**src/rtl/updown_bcd_counter.sv**
```systemverilog
// updown_bcd_counter: debounced up/down/clear buttons plus auto-tick driving a 4-digit BCD count
`timescale 1ns/1ps
module updown_bcd_counter #(
  parameter int TICK_DIV = 100000000,
  parameter int DB_CYC   = 1000000
) (
  input  logic        CLK,
  input  logic        RST_N,
  input  logic        BTN_UP,
  input  logic        BTN_DN,
  input  logic        BTN_CLR,
  input  logic        SW_RUN,
  input  logic        SW_DIR,
  output logic [15:0] COUNT,
  output logic        TICK,
  output logic        WRAP
);
  localparam int DW = (DB_CYC > 2) ? $clog2(DB_CYC) : 1;
  localparam int PW = (TICK_DIV > 2) ? $clog2(TICK_DIV) : 1;
  localparam logic [DW-1:0] DB_LAST = DW'(DB_CYC - 1);
  localparam logic [PW-1:0] PRE_LAST = PW'(TICK_DIV - 1);
  logic [4:0] meta_q, meta_d, sync_q, sync_d;
  logic [2:0] lvl_q, lvl_d, prev_q, prev_d, press_q, press_d;
  logic [DW-1:0] db_cnt_q [3];
  logic [DW-1:0] db_cnt_d [3];
  logic [PW-1:0] pre_q, pre_d;
  logic [15:0] count_q, count_d, inc_v, dec_v;
  logic wrap_q, wrap_d, tick, run, dir, up, dn, clr, do_inc, do_dec, cy, bw;
  always_comb begin
    meta_d = {SW_DIR, SW_RUN, BTN_CLR, BTN_DN, BTN_UP};
    sync_d = meta_q;
    for (int i = 0; i < 3; i++) begin
      lvl_d[i] = (sync_q[i] != lvl_q[i] && db_cnt_q[i] == DB_LAST) ? sync_q[i] : lvl_q[i];
      db_cnt_d[i] = (sync_q[i] == lvl_q[i] || db_cnt_q[i] == DB_LAST) ? '0 : db_cnt_q[i] + 1'b1;
    end
    prev_d = lvl_q;
    press_d = lvl_q & ~prev_q;
  end
  // ripple carry/borrow across the four BCD digits
  always_comb begin
    cy = 1'b1;
    bw = 1'b1;
    for (int i = 0; i < 4; i++) begin
      inc_v[4*i +: 4] = !cy ? count_q[4*i +: 4] : (count_q[4*i +: 4] == 4'd9) ? 4'd0 : count_q[4*i +: 4] + 4'd1;
      dec_v[4*i +: 4] = !bw ? count_q[4*i +: 4] : (count_q[4*i +: 4] == 4'd0) ? 4'd9 : count_q[4*i +: 4] - 4'd1;
      cy = cy & (count_q[4*i +: 4] == 4'd9);
      bw = bw & (count_q[4*i +: 4] == 4'd0);
    end
  end
  always_comb begin
    run = sync_q[3];
    dir = sync_q[4];
    {clr, dn, up} = press_q;
    tick = run && pre_q == PRE_LAST;
    pre_d = (!run || tick) ? '0 : pre_q + 1'b1;
    do_inc = !clr && (up ? !dn : !dn && tick && dir);
    do_dec = !clr && (dn ? !up : !up && tick && !dir);
    count_d = clr ? '0 : do_inc ? inc_v : do_dec ? dec_v : count_q;
    wrap_d = (do_inc && count_q == 16'h9999) || (do_dec && count_q == 16'h0000);
  end
  always_ff @(posedge CLK or negedge RST_N) begin
    if (!RST_N) begin
      meta_q <= '0;
      sync_q <= '0;
      lvl_q <= '0;
      prev_q <= '0;
      press_q <= '0;
      for (int i = 0; i < 3; i++) db_cnt_q[i] <= '0;
      pre_q <= '0;
      count_q <= '0;
      wrap_q <= 1'b0;
    end else begin
      meta_q <= meta_d;
      sync_q <= sync_d;
      lvl_q <= lvl_d;
      prev_q <= prev_d;
      press_q <= press_d;
      for (int i = 0; i < 3; i++) db_cnt_q[i] <= db_cnt_d[i];
      pre_q <= pre_d;
      count_q <= count_d;
      wrap_q <= wrap_d;
    end
  end
  assign COUNT = count_q;
  assign TICK = tick;
  assign WRAP = wrap_q;
endmodule

```
**config.mk**
```make
export PLATFORM = sky130hd
export DESIGN_NAME = updown_bcd_counter
export DESIGN_NICKNAME = d
export VERILOG_FILES = /design/src/rtl/updown_bcd_counter.sv
export SDC_FILE = /design/constraint.sdc
export NUM_CORES = 1
export LEC_CHECK = 0
export CAP_MARGIN = 40
export CORE_UTILIZATION = 55
export CTS_CLUSTER_SIZE = 14
export DETAILED_ROUTE_END_ITERATION = 16
export MAX_ROUTING_LAYER = met4
export PLACE_DENSITY = 0.75
export SLEW_MARGIN = 10
export SYNTH_ARGS = -nofsm -noshare
export SYNTH_HDL_FRONTEND = slang
export SYNTH_SLANG_ARGS = --single-unit
export TNS_END_PERCENT = 30
```
**constraint.sdc**
```tcl
create_clock -name CLK -period 2.3 [get_ports CLK]
set_input_delay 0.46 -clock CLK [delete_from_list [all_inputs] [get_ports CLK]]
set_output_delay 0.46 -clock CLK [all_outputs]
set_load 0.005 [all_outputs]
```
==> impl_results.md <==
* Status: finished, violations left
* Failing checks: DRC, setup timing
* P per Cell Area at between 600 and 700 nW/µm²
* Final WL at between 10 and 15 mm
* Buffers on Ports at 24
* Simple-Gate Fraction of Synth Area at between 20% and 30%
* Slowest stage cell, crit path: or4b_4
* Final Instance Count excl. Fillers at 913
* Worst hold-check path type: input pin to asynchronous set/reset pin
* Clock transition at the registers of the reported paths at roughly 0.06 ns
* Largest family of logic cells by synthesized area: simple AND/OR/NAND/NOR gates
* Crit-path cells: or4b_4, nor4_4, nand2_2, buf_6, o31ai_4, o31a_4, mux2_4
* Initial antenna violation count at 0
* Routed Antenna Nets at 0
* Initial Util at a little under three fifths
* Max VDD drop at 668 µV
* CTS tree: done
* Reg area at a little over 3000 µm²
* Die X at ~110 µm
* GRT Resource Usage Total at 25.8%
* Yosys reg bits at between 100 and 150
* Share of power burned in registers at around two fifths
* Post-DP HPWL at approximately 9.6 mm
* Final Skew at 0.00556 ns
* Startpoint Class: flop
* Async SR Flop Fraction at 100%
* Fin crit share at 104%
* Via Count at ~5300
* Site row count at 39
* Area of the multi-input gates at around 3400 µm²
* Synth Area in Compound Gates at 8.70%
* Mapped Area at 6540 µm²
* Synth Area in Adders at under 10%
* Total grt overflow at 0
* Fin. max-slew vios at 0
* First-pass GRT wire length at 24.8 mm
* Chip height at about 110 µm
* DRC violations left at 4
* Placement Setup Slack at -0.118 ns
* Sw frac at between 20% and 30%
* Ys Warns at 0
* CTS max path bufs at 2
* NetSw at between 1000 and 1500 µW
* First-pass DRT Iterations at 11
* Placed cell areas at 7320 µm²
* Post-synthesis mux area share at roughly 1.3%
* Main flop type after synthesis: dfrtp_1
* Distinct cells, synth at 76
* Fmax at 416 MHz
* Fin. Hold Viols at 0
* Cells after Synth at between 600 and 700
* Max FO, Critical Path at 4
* Area grow syn2layout at 25.0%
* Int Pwr at 4200 µW
* Area share of the largest cell type after synthesis at around 47%
* Clk sinks at between 100 and 150
* Placer Congestion at about 0.91
* Worst EP arrival at 2.70 ns
* Vias per cell at roughly 5.8
* RSZ-0062 raised after global routing: yes
* Combinational Power Share at between 2 and 3%
* Die area at between 10000 and 15000 µm²
* ANT cells at 0
* Synth Area in XOR/XNOR at between 10% and 20%
* WL per Instance at 15.8 µm
* Hold_buf cts at 0
* Req. time, crit path at between 2 and 3 ns
* Number of top-level pins at 25
* Area leader, netlist: dfrtp_1
* Share of layout cells above drive strength 1 at ~20%
* Placeable Area at about 12000 µm²
* Clock Latency Late Sink at around 0.41 ns
* Inserted Clock Buffers at 17
* Endpoint type of the worst setup path: flop
* Syn Nets at 688
* Sequential fraction of the synthesis area at a little under half
* CTS H-tree lvls at 4
* Minimum clock period at around 2.4 ns
* Synth Area per Inst at between 9 and 10 µm²
* Vias in the first global route at 5470
* Crit Path Category: flop to flop
* Final Core Density at 71.0%
* Final Net Count at 780
* Cells taking the most area after synthesis: dfrtp_1 47%, nor2_1 7.3%, xor2_1 5.5%, xnor2_1 5.4%, nand3_1 3.3%
* Detailed Route Iter0 Violations at 417
* Design area at around 8000 µm²
* Pwr Total at between 5000 and 6000 µW
* Fill cell count at about 780
* MaxCap Viol Count at 0
* CP max stage delay at about 0.56 ns
* Final setup viols at 8
* Largest net degree at the start of global routing at 50
* Setup WS post-layout at -0.102 ns
* Cell total after placement at 873
* Max-slew headroom at a little under two fifths
* Worst slew pin tran at 0.928 ns
* Pleak at approximately 0.0036 µW
* Root Buffer: clkbuf_16
* Number of synthesized flops with an enable pin at 0
* Clk pwr share at between 50 and 60%
-- critical path, delay by kind of cell, from the launching register on --
kind / cells / cell delay, ns
multiplexers: 1 / 0.30
AND/OR/NAND/NOR: 3 / 0.85
flip-flops: 1 / 0.37
AO/OA/AOI/OAI: 2 / 0.60
buffers and inverters: 1 / 0.15
-- stage by stage --
| step | hold WS, ns | setup TNS (ns) |
|---|---|---|
| finish | 0.0872 | -0.425 |
| global route | 0.131 | -1.32 |
| CTS | 0.102 | -0.963 |
| detailed placement | 0.335 | -0.628 |
| global placement | 0.334 | -0.0662 |
| floorplan | 0.164 | -0.0123 |
-- synth_stat cells, types with 6 or more instances --
| cell | number |
|---|---|
| nor3_1 | 16 |
| nand3_1 | 43 |
| and3_1 | 14 |
| ha_1 | 16 |
| nor2_1 | 127 |
| nor4_1 | 8 |
| a21oi_1 | 12 |
| or3_1 | 8 |
| nand2_1 | 40 |
| and4_1 | 6 |
| dfrtp_1 | 123 |
| xor2_1 | 41 |
| inv_1 | 24 |
| nand4_1 | 20 |
| o21ai_0 | 11 |
| clkbuf_1 | 8 |
| xnor2_1 | 40 |
-- power by group through the flow --
stage               registers (µW)  clock network [µW]  logic [µW]
finish                        2210                2940         132
global route                  2220                3090         155
CTS                           2210                2980         136
detailed placement            2250                   0         134
global placement              2250                   0         129
floorplan                     2250                   0        51.0
-- cells in the final DEF, fill, tap and decap left out, types with 5 or more instances in the layout --
master           count
nor2_1             127
dfrtp_1            122
buf_4               58
nand3_1             41
xor2_1              41
nand2_1             40
xnor2_1             40
clkdlybuf4s50_1     22
nand4_1             20
inv_1               19
clkbuf_16           17
nor3_1              15
and3_1              14
ha_1                13
a21oi_1             12
o21ai_0             10
or3_1                7
buf_6                7
inv_2                6
and4_1               6
nor4_1               6
bufinv_16            5
-- flip-flops by register name, summed over array words and instances, names as in the netlist --
register,cells
press_q,3
prev_q,3
COUNT,16
meta_q,5
WRAP,1
pre_q,27
sync_q,5
lvl_q,3
db_cnt_q,60
-- kinds of logic after synthesis --
logic type | Yosys count
and+or+nand+nor | 323
AOI/OAI and AO/OA | 72
adders and majority gates | 16
muxes | 7
DFF | 123
xor gates and xnor gates | 81
buffers and inverters | 43
-- worst paths after layout --
kind	start	to	slack, ns	cells after the start
setup / recovery	pre_q[19]	COUNT[11]	-0.10	7
hold / removal	RST_N	pre_q[6]	0.09	1
setup reg to reg	pre_q[19]	COUNT[11]	-0.10	7
hold reg to reg	meta_q[2]	sync_q[2]	0.35	0
max in group asynchronous	RST_N	db_cnt_q[40]	1.48	2
min in group CLK	meta_q[2]	sync_q[2]	0.35	0
-- metal layers --
metal / track usage (%) / routed length, µm / vias to the layer above
met5: - / 0 / -
met4: 9.73 / 153 / 0
met3: 6.34 / 525 / 18
met2: 42.6 / 7450 / 122
met1: 30.6 / 6320 / 2617
li1: - / - / 2527
-- layout make-up --
class | instances | share of cell area (%)
multi-input combinational | 499 | 41.2
clock inverter | 13 | 2.63
clock buffer | 19 | 5.42
tap | 143 | 2.19
timing repair buffer | 90 | 9.72
sequential | 123 | 37.7
inverter | 26 | 1.19
-- timing repair --
action                                  4_1_cts  5_1_grt
endpoints found under the setup margin       12       18
buffers inserted                              3        5
endpoints found under the hold margin         0        0
resized for setup                            16       22
pin swaps                                    12       14
cloned                                        0        0
No activity file was read; power rests on OpenSTA's default activity.
